==> config.mk <==
export PLATFORM = sky130hd
export DESIGN_NAME = spi_bus_arbiter
export DESIGN_NICKNAME = d
export VERILOG_FILES = /design/src/rtl/spi_bus_arbiter_pkg.sv /design/src/rtl/spi_bus_arbiter_rr_pick.sv /design/src/rtl/spi_bus_arbiter.sv
export SDC_FILE = /design/constraint.sdc
export NUM_CORES = 1
export LEC_CHECK = 0
export BUFFER_PORTS_ARGS = -buffer_cell sky130_fd_sc_hd__buf_2
export CAP_MARGIN = 20
export CORE_MARGIN = 5
export CORE_UTILIZATION = 52
export CTS_BUF_LIST = sky130_fd_sc_hd__clkbuf_16
export DETAILED_ROUTE_END_ITERATION = 10
export PLACE_DENSITY = 0.86
export SLEW_MARGIN = 25
export SYNTH_ARGS = -nofsm -noshare
export SYNTH_HDL_FRONTEND = slang
export SYNTH_HIERARCHICAL = 1
export SYNTH_SLANG_ARGS = --single-unit
export TNS_END_PERCENT = 100
==> constraint.sdc <==
create_clock -name clk -period 6.7 [get_ports clk]
set_input_delay 0.335 -clock clk [delete_from_list [all_inputs] [get_ports clk]]
set_output_delay 0.335 -clock clk [all_outputs]
set_load 0.01 [all_outputs]
==> src/rtl/spi_bus_arbiter_pkg.sv <==
// Shared types and helpers for the SPI bus arbiter (spi_bus_arbiter + rr_pick).
// Optional watchdog in the top is enabled by defining SPI_ARB_WDOG_EN.
package spi_arb_pkg;

  typedef enum logic [1:0] {
    ST_IDLE = 2'd0,
    ST_OWN  = 2'd1,
    ST_XFER = 2'd2,
    ST_GAP  = 2'd3
  } arb_state_e;

  localparam int DEF_GAP_CYC     = 4;
  localparam int DEF_TIMEOUT_CYC = 1024;

  // Index width for n entries, never below 1 bit.
  function automatic int idx_w(input int n);
    return (n > 2) ? $clog2(n) : 1;
  endfunction

endpackage

==> src/rtl/spi_bus_arbiter_rr_pick.sv <==
// Combinational round-robin picker: first requester after ptr (with wrap) wins.
import spi_arb_pkg::*;

module rr_pick #(
  parameter int N_REQ = 3,
  parameter int IW    = 2
) (
  input  logic [N_REQ-1:0] req,
  input  logic [IW-1:0]    ptr,
  output logic [N_REQ-1:0] gnt,
  output logic [IW-1:0]    idx,
  output logic             any
);

  logic found;
  int   j;

  always_comb begin
    gnt   = '0;
    idx   = '0;
    found = 1'b0;
    j     = 0;
    any   = |req;
    for (int i = 1; i <= N_REQ; i++) begin
      j = int'(ptr) + i;
      if (j >= N_REQ) j = j - N_REQ;
      if (!found && req[j]) begin
        found  = 1'b1;
        gnt[j] = 1'b1;
        idx    = IW'(j);
      end
    end
  end

endmodule

==> src/rtl/spi_bus_arbiter.sv <==
// Lock-based owner arbiter in front of a single SPI byte engine, one byte in flight.
// Define SPI_ARB_WDOG_EN to add the OWN-state watchdog that forces release.
import spi_arb_pkg::*;

module spi_bus_arbiter #(
  parameter int N_REQ       = 3,
  parameter int GAP_CYC     = DEF_GAP_CYC,
  parameter int TIMEOUT_CYC = DEF_TIMEOUT_CYC
) (
  input  logic               clk,
  input  logic               rst_n,
  input  logic [N_REQ-1:0]   req_lock,
  input  logic [N_REQ-1:0]   req_trans,
  input  logic [8*N_REQ-1:0] req_tx,
  output logic [N_REQ-1:0]   grant,
  output logic [N_REQ-1:0]   gnt_done,
  output logic [7:0]         rx_dout,
  output logic               busy,
  output logic               trans_req,
  output logic [7:0]         tx_dout,
  input  logic [7:0]         rx_din,
  input  logic               trans_done,
  output logic               wdog_err
);

  localparam int IW       = idx_w(N_REQ);
  localparam int GW       = idx_w(GAP_CYC);
  localparam int GAP_LOAD = (GAP_CYC > 0) ? GAP_CYC - 1 : 0;

  arb_state_e                 state_q, state_d;
  logic [N_REQ-1:0]           grant_q, grant_d;
  logic [IW-1:0]              own_q, own_d;
  logic [IW-1:0]              ptr_q, ptr_d;
  logic                       treq_q, treq_d;
  logic [7:0]                 tx_q, tx_d;
  logic [GW-1:0]              gap_q, gap_d;
  logic [N_REQ-1:0][7:0]      tx_lane;
  logic [N_REQ-1:0]           pick_gnt;
  logic [IW-1:0]              pick_idx;
  logic                       pick_any;
  logic                       lock_own, trans_own;

  assign tx_lane   = req_tx;
  assign lock_own  = req_lock[own_q];
  assign trans_own = req_trans[own_q];

  rr_pick #(.N_REQ(N_REQ), .IW(IW)) u_pick (
    .req (req_lock),
    .ptr (ptr_q),
    .gnt (pick_gnt),
    .idx (pick_idx),
    .any (pick_any)
  );

`ifdef SPI_ARB_WDOG_EN
  localparam int TW = idx_w(TIMEOUT_CYC);
  logic [TW-1:0] wd_q, wd_d;
  logic          wd_hit;
  assign wd_hit = (wd_q == TW'(TIMEOUT_CYC - 1));

  always_ff @(posedge clk or negedge rst_n) begin
    if (!rst_n) wd_q <= '0;
    else        wd_q <= wd_d;
  end
`endif

  always_ff @(posedge clk or negedge rst_n) begin
    if (!rst_n) begin
      state_q <= ST_IDLE;
      grant_q <= '0;
      own_q   <= '0;
      ptr_q   <= IW'(N_REQ - 1);
      treq_q  <= 1'b0;
      tx_q    <= '0;
      gap_q   <= '0;
    end else begin
      state_q <= state_d;
      grant_q <= grant_d;
      own_q   <= own_d;
      ptr_q   <= ptr_d;
      treq_q  <= treq_d;
      tx_q    <= tx_d;
      gap_q   <= gap_d;
    end
  end

  always_comb begin
    state_d  = state_q;
    grant_d  = grant_q;
    own_d    = own_q;
    ptr_d    = ptr_q;
    treq_d   = 1'b0;
    tx_d     = tx_q;
    gap_d    = gap_q;
    wdog_err = 1'b0;
`ifdef SPI_ARB_WDOG_EN
    wd_d     = '0;
`endif
    unique case (state_q)
      ST_IDLE: begin
        if (pick_any) begin
          grant_d = pick_gnt;
          own_d   = pick_idx;
          ptr_d   = pick_idx;
          state_d = ST_OWN;
        end
      end
      ST_OWN: begin
        // A strobe wins over a simultaneous unlock; release then waits for trans_done.
        if (trans_own) begin
          treq_d  = 1'b1;
          tx_d    = tx_lane[own_q];
          state_d = ST_XFER;
        end else if (!lock_own) begin
          grant_d = '0;
          if (GAP_CYC == 0) state_d = ST_IDLE;
          else begin
            state_d = ST_GAP;
            gap_d   = GW'(GAP_LOAD);
          end
`ifdef SPI_ARB_WDOG_EN
        end else if (wd_hit) begin
          wdog_err = 1'b1;
          grant_d  = '0;
          if (GAP_CYC == 0) state_d = ST_IDLE;
          else begin
            state_d = ST_GAP;
            gap_d   = GW'(GAP_LOAD);
          end
        end else begin
          wd_d = wd_q + 1'b1;
`endif
        end
      end
      ST_XFER: begin
        if (trans_done) begin
          if (lock_own) state_d = ST_OWN;
          else begin
            grant_d = '0;
            if (GAP_CYC == 0) state_d = ST_IDLE;
            else begin
              state_d = ST_GAP;
              gap_d   = GW'(GAP_LOAD);
            end
          end
        end
      end
      ST_GAP: begin
        if (gap_q == '0) state_d = ST_IDLE;
        else             gap_d   = gap_q - 1'b1;
      end
      default: state_d = ST_IDLE;
    endcase
  end

  assign grant     = grant_q;
  assign trans_req = treq_q;
  assign tx_dout   = tx_q;
  assign busy      = (state_q != ST_IDLE);
  assign rx_dout   = rx_din;
  assign gnt_done  = (state_q == ST_XFER && trans_done) ? grant_q : '0;

endmodule
Word level (Yosys, flattened, before mapping)
Index checks and enable logic that the tools add are counted.

operators by class
  add/subtract/negate cells = 7
  order comparisons = 10
  equality and inequality tests = 9
  muxes and demuxes = 52
  bitwise logic cells = 2
  reductions and logical operators = 19

operator list
  kind                                                                 count
  greater-or-equal comparator 32 x 1 -> 1 bit (second input constant)  3
  greater-or-equal comparator 32 x 3 -> 1 bit (second input constant)  3
  < comparator 32 x 4 -> 1 bit (second input constant)                 3
  two-way mux 32 bit                                                   3
  subtractor 32 x 3 -> 32 bit (second input constant)                  3
  two-way mux 2 bit                                                    13
  two-way mux 3 bit                                                    8
  binary-select mux 8 bit (select 2 bit)                               1
  two-way mux 1 bit                                                    15
  AND reduction 4 bit                                                  3
  binary-select mux 1 bit (select 2 bit)                               5
  inequality test 2 bit (second input constant)                        5
  case mux 3 bit (3 select lines)                                      1
  two-way mux 8 bit                                                    1
  case mux 2 bit (4 select lines)                                      1
  adder 2 x 2 -> 3 bit (second input constant)                         2
  demux 1 bit (select 2 bit)                                           3
  logical AND 1 bit                                                    6
  bitwise OR 3 bit                                                     2
  case mux 2 bit (3 select lines)                                      1
  nonzero test 3 bit                                                   2
  equality test 2 bit (second input constant)                          2
  logical NOT 2 bit                                                    2
  AND reduction 2 bit                                                  2
  8 further kinds                                                      9

word-level totals
  register bits = 20
  bits of input ports = 41
  output and inout bits = 25
  logic and storage cells = 106

Depth between registers and ports, before layout
Gate-level depths: netlist of the first run.

  depth after elaboration = 15
  mapped depth = 9
  gate-level depth less buffers = 8

Cells and area by module
Netlist of the first run, hierarchy kept.

by module, submodules not included
  module           times used  cells each  area each (um^2)  seq. area each (um^2)
  spi_bus_arbiter  1           130         1,271.2           476.7
  rr_pick          1           44          312.8             0.0

Worst setup path after synthesis of the first run
No wires, ideal clock.

  kind = reg2reg
  from = register ptr_q[1]
  to = register own_q[1]
  library setup time = 0.064 ns
  arrival time = 2.101 ns
  required time = 6.636 ns
  path slack = 4.534 ns
  stages on the path, launching flop included = 10
  path buffers = 1
  clock period less this slack = 2.166 ns
  cell sequence = dfstp_2 -> inv_1 -> ha_1 -> buf_6 -> nand2_1 -> nor4_1 -> nor2_1 -> a221oi_2 -> and3_1 -> a21o_1

between the ends
  longest elaborated chain between the ends = 13
  elaborated cells on any way between the ends = 30
  classes of those cells = add/sub: 6; order compare: 3; mux: 17; reduce/logical: 4

RTL lines
  element                                                                                            RTL line                       RTL
  from (decl)                                                                                        spi_bus_arbiter.sv:33          logic [IW-1:0] ptr_q, ptr_d;
  from (signal assigned)                                                                             spi_bus_arbiter.sv:72          ptr_q <= IW'(N_REQ - 1);
  from (signal assigned)                                                                             spi_bus_arbiter.sv:80          ptr_q <= ptr_d;
  adder 2 x 1 -> 3 bit                                                                               spi_bus_arbiter_rr_pick.sv:25  j = int'(ptr) + i;
  subtractor 32 x 3 -> 32 bit / greater-or-equal comparator 32 x 3 -> 1 bit (equally long branches)  spi_bus_arbiter_rr_pick.sv:26  if (j >= N_REQ) j = j - N_REQ;
  two-way mux 32 bit                                                                                 spi_bus_arbiter_rr_pick.sv:26
  binary-select mux 1 bit (select 2 bit)                                                             spi_bus_arbiter_rr_pick.sv:27  if (!found && req[j]) begin
  two-way mux 1 bit (implied by the code) (2 in series)                                              spi_bus_arbiter_rr_pick.sv:27
  two-way mux 1 bit                                                                                  spi_bus_arbiter_rr_pick.sv:27
  logical NOT 1 bit                                                                                  spi_bus_arbiter_rr_pick.sv:27
  logical AND 1 bit                                                                                  spi_bus_arbiter_rr_pick.sv:27
  two-way mux 1 bit                                                                                  spi_bus_arbiter_rr_pick.sv:27
  logical NOT 1 bit                                                                                  spi_bus_arbiter_rr_pick.sv:27
  logical AND 1 bit                                                                                  spi_bus_arbiter_rr_pick.sv:27
  two-way mux 2 bit (*)                                                                              spi_bus_arbiter_rr_pick.sv:27
  net pick_idx[1]                                                                                    spi_bus_arbiter.sv:39          logic [IW-1:0] pick_idx;
  to (signal assigned)                                                                               spi_bus_arbiter.sv:79          own_q <= own_d;
  to (decl)                                                                                          spi_bus_arbiter.sv:32          logic [IW-1:0] own_q, own_d;

Mark *: on every way through the listed nets, which the timed path passes. The rest lies on a longest branch. The select of a mux whose other input is x is not followed.
A chain may end at the register's enable or synchronous reset.

==> impl_metrics.ini, run 1 <==
[outcome]
outcome = finished clean

[clock_tree]
htree_levels = 1
post-cts-setup-buffer-count = 0
cts.repair.resized = 0
cts_tree = yes
insertion_delay_ns = 0.25
clock-root-buffer = clkbuf_16
cts.sinks = 19
path_clk_slew_ns = 0.06
clockBufferDepth = 2
cts_hold_buf = 0
cts_made_buffers = 3

[timing]
tightest_slew_ns = 0.694
fin_skew_ns = 0.00199
max_freq_ghz = 0.334
fin_tns_setup_ns = 0
rsz0062_at_grt = no
max_slew_margin = 0.537
slew_viol_final = 0
finalHoldViolations = 0
finalCriticalPeriod_ns = 3.00
setup_viol = 0
layout_worst_path_cycle_share = 0.447

[place]
dpl_cell_area_um2 = 1750
place_hpwl_um = 2750
portBuffers = 48
dp_cells = 239
gp_congestion = 0.990

[finish]
area_delta_synth_final_pct = 15.6
fin_util = 0.615
finalNetCount = 263
n_antenna_cell = 0
post-route-cell-area_um2 = 1830
finalNonFillerCells = 243
drive_gt1_frac = 0.319
fillers = 250

[logic_synthesis]
synth_area_um2 = 1580
yosysWarningCount = 6
async_reset_ff_frac = 1.00
avgSynthCellArea_um2 = 9.10
ys_seq_area_frac = 0.301
synthCells = 174
synth_fp_nets = 226
ys_types = 45
ys_seq_elements = 19
synth_edf_count = 0
synth_ff_type = dfrtp_1

[route]
via_per_inst = 5.67
ant_nets = 0
vias = 1378
post_drt_wl_per_cell_um = 15.1
drt_iter0_drc = 56
drc_errors = 0
first_pass_iters = 4
wl_um = 3680

[setup_path]
r2r-end = ptr_q[1]
arrival_ns = 3.19
r2r_slack_ns = 3.70
critPathRequiredTime_ns = 6.89
cp-start-kind = register
critical_path_class = reg -> reg
crit_fanout = 23
reg2reg_from = own_q[0]
cp-end-kind = register
r2r_cells = 8
slowest_stage = dfrtp_1
max_stage_delay_ns = 0.78
crit_chain = inv_1 -> ha_1 -> nand2_1 -> nor4_1 -> nor2_1 -> a221oi_2 -> and3_1 -> a21o_1

[floorplan]
core_area_um2 = 2980
die_h_um = 65.2
initial_core_util = 0.532
rows = 20
io_pins = 66
die_w_um = 65.2
die-area_um2 = 4250

[global_route]
grt_max_degree = 24
grt_pass1_vias = 1376
use_met2 = 0.302
met3_usage = 0.0342
top_usage_layer = met2
antenna_found_initial = 0
grt_overflow_total = 0
grt_pass1_wl_um = 6120
use_met1 = 0.234
grtUsageTotal = 0.181

[run]
max_cap_viol_count = 0

[hold_path]
hold_path_class = in -> async

[pwr]
power_density_nw_per_um2 = 483
vdd_drop_max_uv = 216
p_leak_nw = 0.888
-- metrics by stage --
step                power, mW  setup slack [ns]  hold slack [ns]
floorplan               0.652              4.53           0.0394
CTS                     0.884              3.73           0.0354
finish                  0.884              3.70           0.0202
detailed placement      0.752              3.76            0.299
global placement        0.736              3.92            0.296
global route            0.959              3.34           0.0585
-- cell families after synthesis --
kind of cell	after synthesis	share of synthesized area
flops	19	0.301
other cells	1	0.00237
mux	19	0.129
buf+inv	26	0.0956
compound gates	41	0.198
simple gates	57	0.187
fa+ha+maj	11	0.0869
-- cell usage after synthesis (2+ instances only) --
library cell,count,area [um2]
dfrtp_1,18,450
nor2_1,17,63.8
a21oi_1,16,80.1
nand2_1,12,45.0
ha_1,11,138
inv_1,10,37.5
mux2i_1,10,100
buf_4,9,67.6
mux2_2,8,90.1
and3_1,5,31.3
nand2b_1,5,31.3
buf_2,4,20.0
nor2b_1,4,25.0
nand3b_1,3,22.5
o211ai_1,3,22.5
o21ai_0,3,15.0
a21o_1,2,15.0
buf_6,2,22.5
nand3_1,2,10.0
nand4b_1,2,17.5
o21a_1,2,15.0
o221ai_1,2,17.5
o22a_1,2,17.5
-- routing by layer --
layer	wire [um]	share of wire
met2	1730	0.47
met5	0	0
met1	1610	0.44
met4	44	0.012
met3	287	0.078
-- report_power, final --
part           switching (mW)  leakage [nW]  internal, mW  total [mW]
clock network          0.0429        0.0409        0.0800       0.123
registers              0.0658         0.221         0.170       0.236
logic                   0.280         0.626         0.245       0.525
-- flip-flops by register name (all words and copies together) (netlist names) --
register,flops
gap_q,2
grant,3
own_q,2
ptr_q,1
state_q,2
trans_req,1
tx_dout,8
-- layout by cell type (no fill, tap or decap), drive strengths merged, types with 3 or more instances in the layout --
cell and n:
nor2 17, mux2i 11, mux2 8, o211ai 3, dfrtp 18, nand3b 3, o21ai 5, and3 5
inv 10, buf 48, nand2b 5, nand2 12, nor2b 4, ha 11, clkbuf 3, a21oi 16
-- cell type report --
class | instances | area, um2 | share of cell area
multi-input cells | 129 | 956 | 0.522
flip-flops and latches | 19 | 477 | 0.260
repair buffers | 48 | 240 | 0.131
clock buffers | 3 | 75.1 | 0.0410
well taps | 33 | 41.3 | 0.0225
inverters | 10 | 37.5 | 0.0205
clock inverters | 1 | 5.00 | 0.00273
-- worst max-delay path, delay by kind of cell, from the launching register on --
kind | cells | cell delay (ns)
compound gates | 2 | 0.36
flops | 1 | 0.78
simple gates | 4 | 1.02
buf+inv | 1 | 0.21
fa+ha+maj | 1 | 0.56
-- how the worst max path moves through the flow --
stage / start / end / slack [ns] / cells past startpoint
3_5_place_dp: own_q[0] / ptr_q[1] / 3.76 / 8
3_3_place_gp: own_q[0] / own_q[1] / 3.92 / 8
4_1_cts: own_q[0] / ptr_q[1] / 3.73 / 8
6_report: own_q[0] / ptr_q[1] / 3.70 / 8
5_1_grt: own_q[0] / ptr_q[1] / 3.34 / 8
2_1_floorplan: ptr_q[1] / own_q[1] / 4.53 / 9
No activity file was read; power rests on OpenSTA's default activity.
==> inputs of run 2 (changes only) <==
CORE_UTILIZATION = 48   (was 52)
PLACE_DENSITY = 0.8   (was 0.86)
clock period = 2.9 ns   (was 6.7 ns; I/O delays follow)
==> run 2 against run 1 <==
Compared with the run above: sequential power grew 120%; sequential cell count is the same; global-route usage shrank 1.3 points; die area grew 7.0%; sequential share of layout area shrank 0.54 points; critical endpoint is now own_q[1]; largest power group unchanged.
==> impl_metrics.ini, run 2 (synthesized netlist as in run 1, its figures left out) <==
[clock_tree]
insertion_delay_ns = 0.25
path_clk_slew_ns = 0.05
cts.sinks = 19
cts_made_buffers = 3
post-cts-setup-buffer-count = 0
cts.repair.resized = 0
cts_tree = yes
clockBufferDepth = 2
clock-root-buffer = clkbuf_16
htree_levels = 1

[setup_path]
r2r_slack_ns = 0.44
r2r_cells = 8
critPathRequiredTime_ns = 3.09
max_stage_delay_ns = 0.55
reg2reg_from = ptr_q[1]
crit_chain = inv_1 -> ha_1 -> or3b_1 -> a41oi_2 -> nor2_1 -> a221oi_2 -> and3_1 -> a21o_1
crit_fanout = 12
cp-end-kind = register
cp-start-kind = register
critical_path_class = reg -> reg
r2r-end = own_q[1]
arrival_ns = 2.64
slowest_stage = dfstp_2

[timing]
holdWs_ns = 0.187
max_freq_ghz = 0.407
rsz0062_at_grt = no
finalCriticalPeriod_ns = 2.46
max_slew_margin = 0.537
finalHoldViolations = 0
layout_worst_path_cycle_share = 0.847
tightest_slew_ns = 0.695
fin_tns_setup_ns = 0
slew_viol_final = 0
setup_viol = 0
fin_skew_ns = 0.00230

[pwr]
vdd_drop_max_uv = 549
power_density_nw_per_um2 = 1090
p_leak_nw = 0.903
p_total_mw = 2.03

[floorplan]
io_pins = 66
die-area_um2 = 4550
core_area_um2 = 3100
initial_core_util = 0.510
die_h_um = 67.4
rows = 20
die_w_um = 67.4

[place]
portBuffers = 48
gp_congestion = 0.780
place_hpwl_um = 2760

[route]
ant_nets = 0
drt_iter0_drc = 55
wl_um = 3540
vias = 1391
via_per_inst = 5.41
drc_errors = 0
first_pass_iters = 4
post_drt_wl_per_cell_um = 13.8

[hold_path]
whs_path_depth = 3
min_to = tx_dout[0]
hold_path_class = in -> reg
hp-start = req_tx[8]

[global_route]
antenna_found_initial = 0
grt_pass1_vias = 1417
met3_usage = 0.0483
top_usage_layer = met2
use_met1 = 0.205
grt_max_degree = 23
grt_overflow_total = 0
grt_pass1_wl_um = 5930
grtUsageTotal = 0.168
use_met2 = 0.281

[finish]
drive_gt1_frac = 0.324
layout_commonest_cell = buf_2
area_delta_synth_final_pct = 18.1
finalNetCount = 266
n_antenna_cell = 0
largest_register_ffs = 8
fillers = 279
layout_common_cells = buf_2, dfrtp_1, nor2_1

[run]
max_cap_viol_count = 0

[outcome]
outcome = finished clean
## run 2: changes by cell type in the layout (fill, tap and decap cells not counted), sizes merged
cell and delta:
buf +2, dlygate4sd3 +1
## run 2: final cells by class
class | count | area (um2) | area share
clock buffer | 3 | 75.1 | 0.0401
clock inverter | 1 | 5.00 | 0.00268
inverter | 10 | 37.5 | 0.0201
multi-input combinational | 129 | 956 | 0.511
sequential | 19 | 477 | 0.255
tap | 44 | 55.1 | 0.0294
timing repair buffer | 51 | 265 | 0.142
## run 2: worst max-delay path by stage
stage / from / endpoint / slack [ns] / cells past startpoint
floorplan: ptr_q[1] / own_q[1] / 0.73 / 9
global placement: ptr_q[1] / own_q[1] / 0.57 / 8
detailed placement: ptr_q[1] / own_q[1] / 0.48 / 8
CTS: ptr_q[1] / own_q[1] / 0.47 / 8
global route: ptr_q[1] / own_q[1] / 0.29 / 8
finish: ptr_q[1] / own_q[1] / 0.44 / 8
## run 2: metal layers
metal / vias to the layer above / wire length, um
met4: 0 / 46
met3: 6 / 301
met1: 647 / 1510
met2: 51 / 1680
li1: 687 / -
met5: - / 0
## run 2: power breakdown
part	switching, mW	internal, mW
combinational	0.667	0.577
clock	0.0941	0.185
sequential	0.116	0.393
total	0.877	1.15
## run 2: timing repair
item,CTS,global route
endpoints found under the setup margin,0,0
hold buffers,1,0
hold endpoints to repair,18,0
## run 2: critical path, delay by kind of cell, from the launching register on
| family | cells | cell delay [ns] |
|---|---|---|
| AOI/OAI and AO/OA | 3 | 0.56 |
| adders and majority gates | 1 | 0.43 |
| buffers and inverters | 1 | 0.07 |
| DFF | 1 | 0.55 |
| and+or+nand+nor | 3 | 0.77 |
## run 2: metrics by stage
stage | utilization | worst slack [ns] | instances | instance area, um2
2_1_floorplan | - | 0.734 | 174 | 1580
3_3_place_gp | 0.574 | 0.573 | 252 | 1780
5_1_grt | 0.603 | 0.292 | 257 | 1870
3_5_place_dp | 0.574 | 0.482 | 252 | 1780
4_1_cts | 0.603 | 0.471 | 257 | 1870
6_report | 0.603 | 0.443 | 257 | 1870
==> inputs of run 3 (changes only) <==
ABC_AREA = 1   (was default)
CORE_UTILIZATION = 44   (was 48)
PLACE_DENSITY = 0.76   (was 0.8)
clock period = 2.2 ns   (was 2.9 ns; I/O delays follow)
==> run 3 against run 2 <==
Compared with the run above: sequential cell count unchanged; final cell count increased by 33%; clock power increased by 38%; sequential share of layout area decreased by 1.4 points; clock skew decreased by 0.00079 ns; non-clock buffer count unchanged.
==> impl_metrics.ini, run 3 <==
[hold_path]
hold_path_class = in -> reg
whs_path_depth = 5

[finish]
multi_input_area_um2 = 963
fillers = 371
post-route-cell-area_um2 = 1980
finalNetCount = 346
n_antenna_cell = 0
seq_area_um2 = 477
layout_commonest_cell = nand2_1
layout_common_cells = nand2_1, buf_2, inv_1
finalNonFillerCells = 341
drive_gt1_frac = 0.276
largest_register_ffs = 8
area_delta_synth_final_pct = 17.4

[setup_path]
crit_fanout = 8
critPathRequiredTime_ns = 2.39
r2r_cells = 12
arrival_ns = 2.17
cp-end-kind = register
cp-start-kind = register
critical_path_class = reg -> reg

[place]
place_hpwl_um = 3170
dp_cells = 336
portBuffers = 48
gp_congestion = 0.886
dpl_cell_area_um2 = 1880

[timing]
finalHoldViolations = 0
finalCriticalPeriod_ns = 1.98
fin_skew_ns = 0.00151
setup_viol = 0
holdWs_ns = 0.158
rsz0062_at_grt = no
slew_viol_final = 0
fin_tns_setup_ns = 0
layout_worst_path_cycle_share = 0.899
max_freq_ghz = 0.506

[global_route]
grt_pass1_vias = 1607
grt_pass1_wl_um = 6890
grt_max_degree = 20
grt_overflow_total = 0
antenna_found_initial = 0
grtUsageTotal = 0.164

[route]
via_per_inst = 5.03
vias = 1716
post_drt_wl_per_cell_um = 12.2
wl_um = 4170
drt_iter0_drc = 157
first_pass_iters = 4
ant_nets = 0
drc_errors = 0

[logic_synthesis]
ys_seq_elements = 19
synth_area_leaders = dfrtp_1, nand2_1, ha_1, inv_1, o21ai_0
avgSynthCellArea_um2 = 6.69
synth_edf_count = 0
async_reset_ff_frac = 1.00
synth_area_um2 = 1690
synth.top_cell.area_share = 0.267
synth_ff_type = dfrtp_1
yosys.area.top_type = dfrtp_1
yosysWarningCount = 6
synth_fp_nets = 304
synthCells = 252
ys_types = 25
synthTopCellsByCount = nand2_1, inv_1, nor2_1
ys_seq_area_frac = 0.283
synth.most_common_cell = nand2_1

[pwr]
p_int_mw = 1.41
pwr-share-clk = 0.134
power_frac_comb = 0.651
vdd_drop_max_uv = 714
p_leak_nw = 1.12
sequentialPowerShare = 0.215
power.switching_mw = 1.46
switching_share = 0.510
power_density_nw_per_um2 = 1450
p_total_mw = 2.87

[floorplan]
die_w_um = 71.9
initial_core_util = 0.457
rows = 22
io_pins = 66
core_area_um2 = 3690
die_h_um = 71.9
die-area_um2 = 5170

[clock_tree]
clock-root-buffer = clkbuf_16
cts_tree = yes
clockBufferDepth = 2
insertion_delay_ns = 0.25
cts.sinks = 19
htree_levels = 1
path_clk_slew_ns = 0.06
cts_made_buffers = 3

[run]
max_cap_viol_count = 0

[outcome]
outcome = finished clean
## run 3: changes by cell type after synthesis, moves of 5 or more
cell	change
nand2_1	+76
and3_1	-5
nand2b_1	-5
mux2_2	-8
nand3_1	+12
o21ai_0	+13
a21oi_1	-14
mux2i_1	-10
nand4_1	+9
inv_1	+15
nand2_2	+8
inv_2	+5
## run 3: layer usage
layer  wire, um  global-route usage
met1       1820               0.207
met2       1960               0.276
met3        320              0.0319
met4         78              0.0647
met5          0                   0
## run 3: layout make-up
| cell class | instances | share of cell area |
|---|---|---|
| clock inverter | 1 | 0.00379 |
| timing repair buffer | 51 | 0.134 |
| sequential | 19 | 0.241 |
| tap | 48 | 0.0303 |
| inverter | 33 | 0.0664 |
| clock buffer | 3 | 0.0379 |
| multi-input combinational | 186 | 0.487 |
## run 3: logic make-up (layout without fill, tap and decap cells)
group | Yosys count | in the layout | synth area share
and+or+nand+nor | 150 | 150 | 0.414
buffers and inverters | 47 | 88 | 0.148
AOI/OAI and AO/OA | 24 | 24 | 0.0720
DFF | 19 | 19 | 0.283
adders and majority gates | 11 | 11 | 0.0816
other | 1 | 1 | 0.00222
## run 3: through the flow
stage                util  setup slack [ns]
finish              0.537             0.223
floorplan               -             0.313
detailed placement  0.511             0.169
global route        0.537            0.0474
CTS                 0.536             0.147
global placement    0.511             0.261
## run 3: critical path, stage by stage, from the launching register on
cell	delay [ns]
dfstp_2	0.56
inv_1	0.08
ha_2	0.44
inv_6	0.07
nand2_4	0.07
nand3_4	0.08
nand2_4	0.10
nand3_1	0.08
o21ai_1	0.13
inv_1	0.05
nor2_1	0.08
nand4_1	0.09
nand2_1	0.08
## run 3: power by group through the flow
stage          Combinational [mW]  Sequential [mW]  Clock (mW)
2_1_floorplan                1.43            0.659           0
3_3_place_gp                 1.81            0.615           0
3_5_place_dp                 1.85            0.620           0
4_1_cts                      1.87            0.617       0.390
5_1_grt                      2.13            0.638       0.400
6_report                     1.87            0.619       0.384
## run 3: path summary, 6_finish.rpt
path | start | end | slack, ns
worst max-delay path | ptr_q[1] | grant[2] | 0.22
worst min-delay path | req_tx[17] | tx_dout[1] | 0.16
worst max register to register | ptr_q[1] | grant[2] | 0.22
worst min register to register | tx_dout[7] | tx_dout[7] | 0.48
max in group asynchronous | rst_n | ptr_q[1] | 1.54
min in group asynchronous | rst_n | state_q[0] | 0.32
## run 3: what timing repair did
| action | 4_1_cts | 5_1_grt |
|---|---|---|
| setup buffers | 0 | 0 |
| gates resized for setup | 0 | 1 |
| endpoints found under the setup margin | 0 | 1 |
| hold buffers | 1 | 0 |
| endpoints found under the hold margin | 18 | 0 |
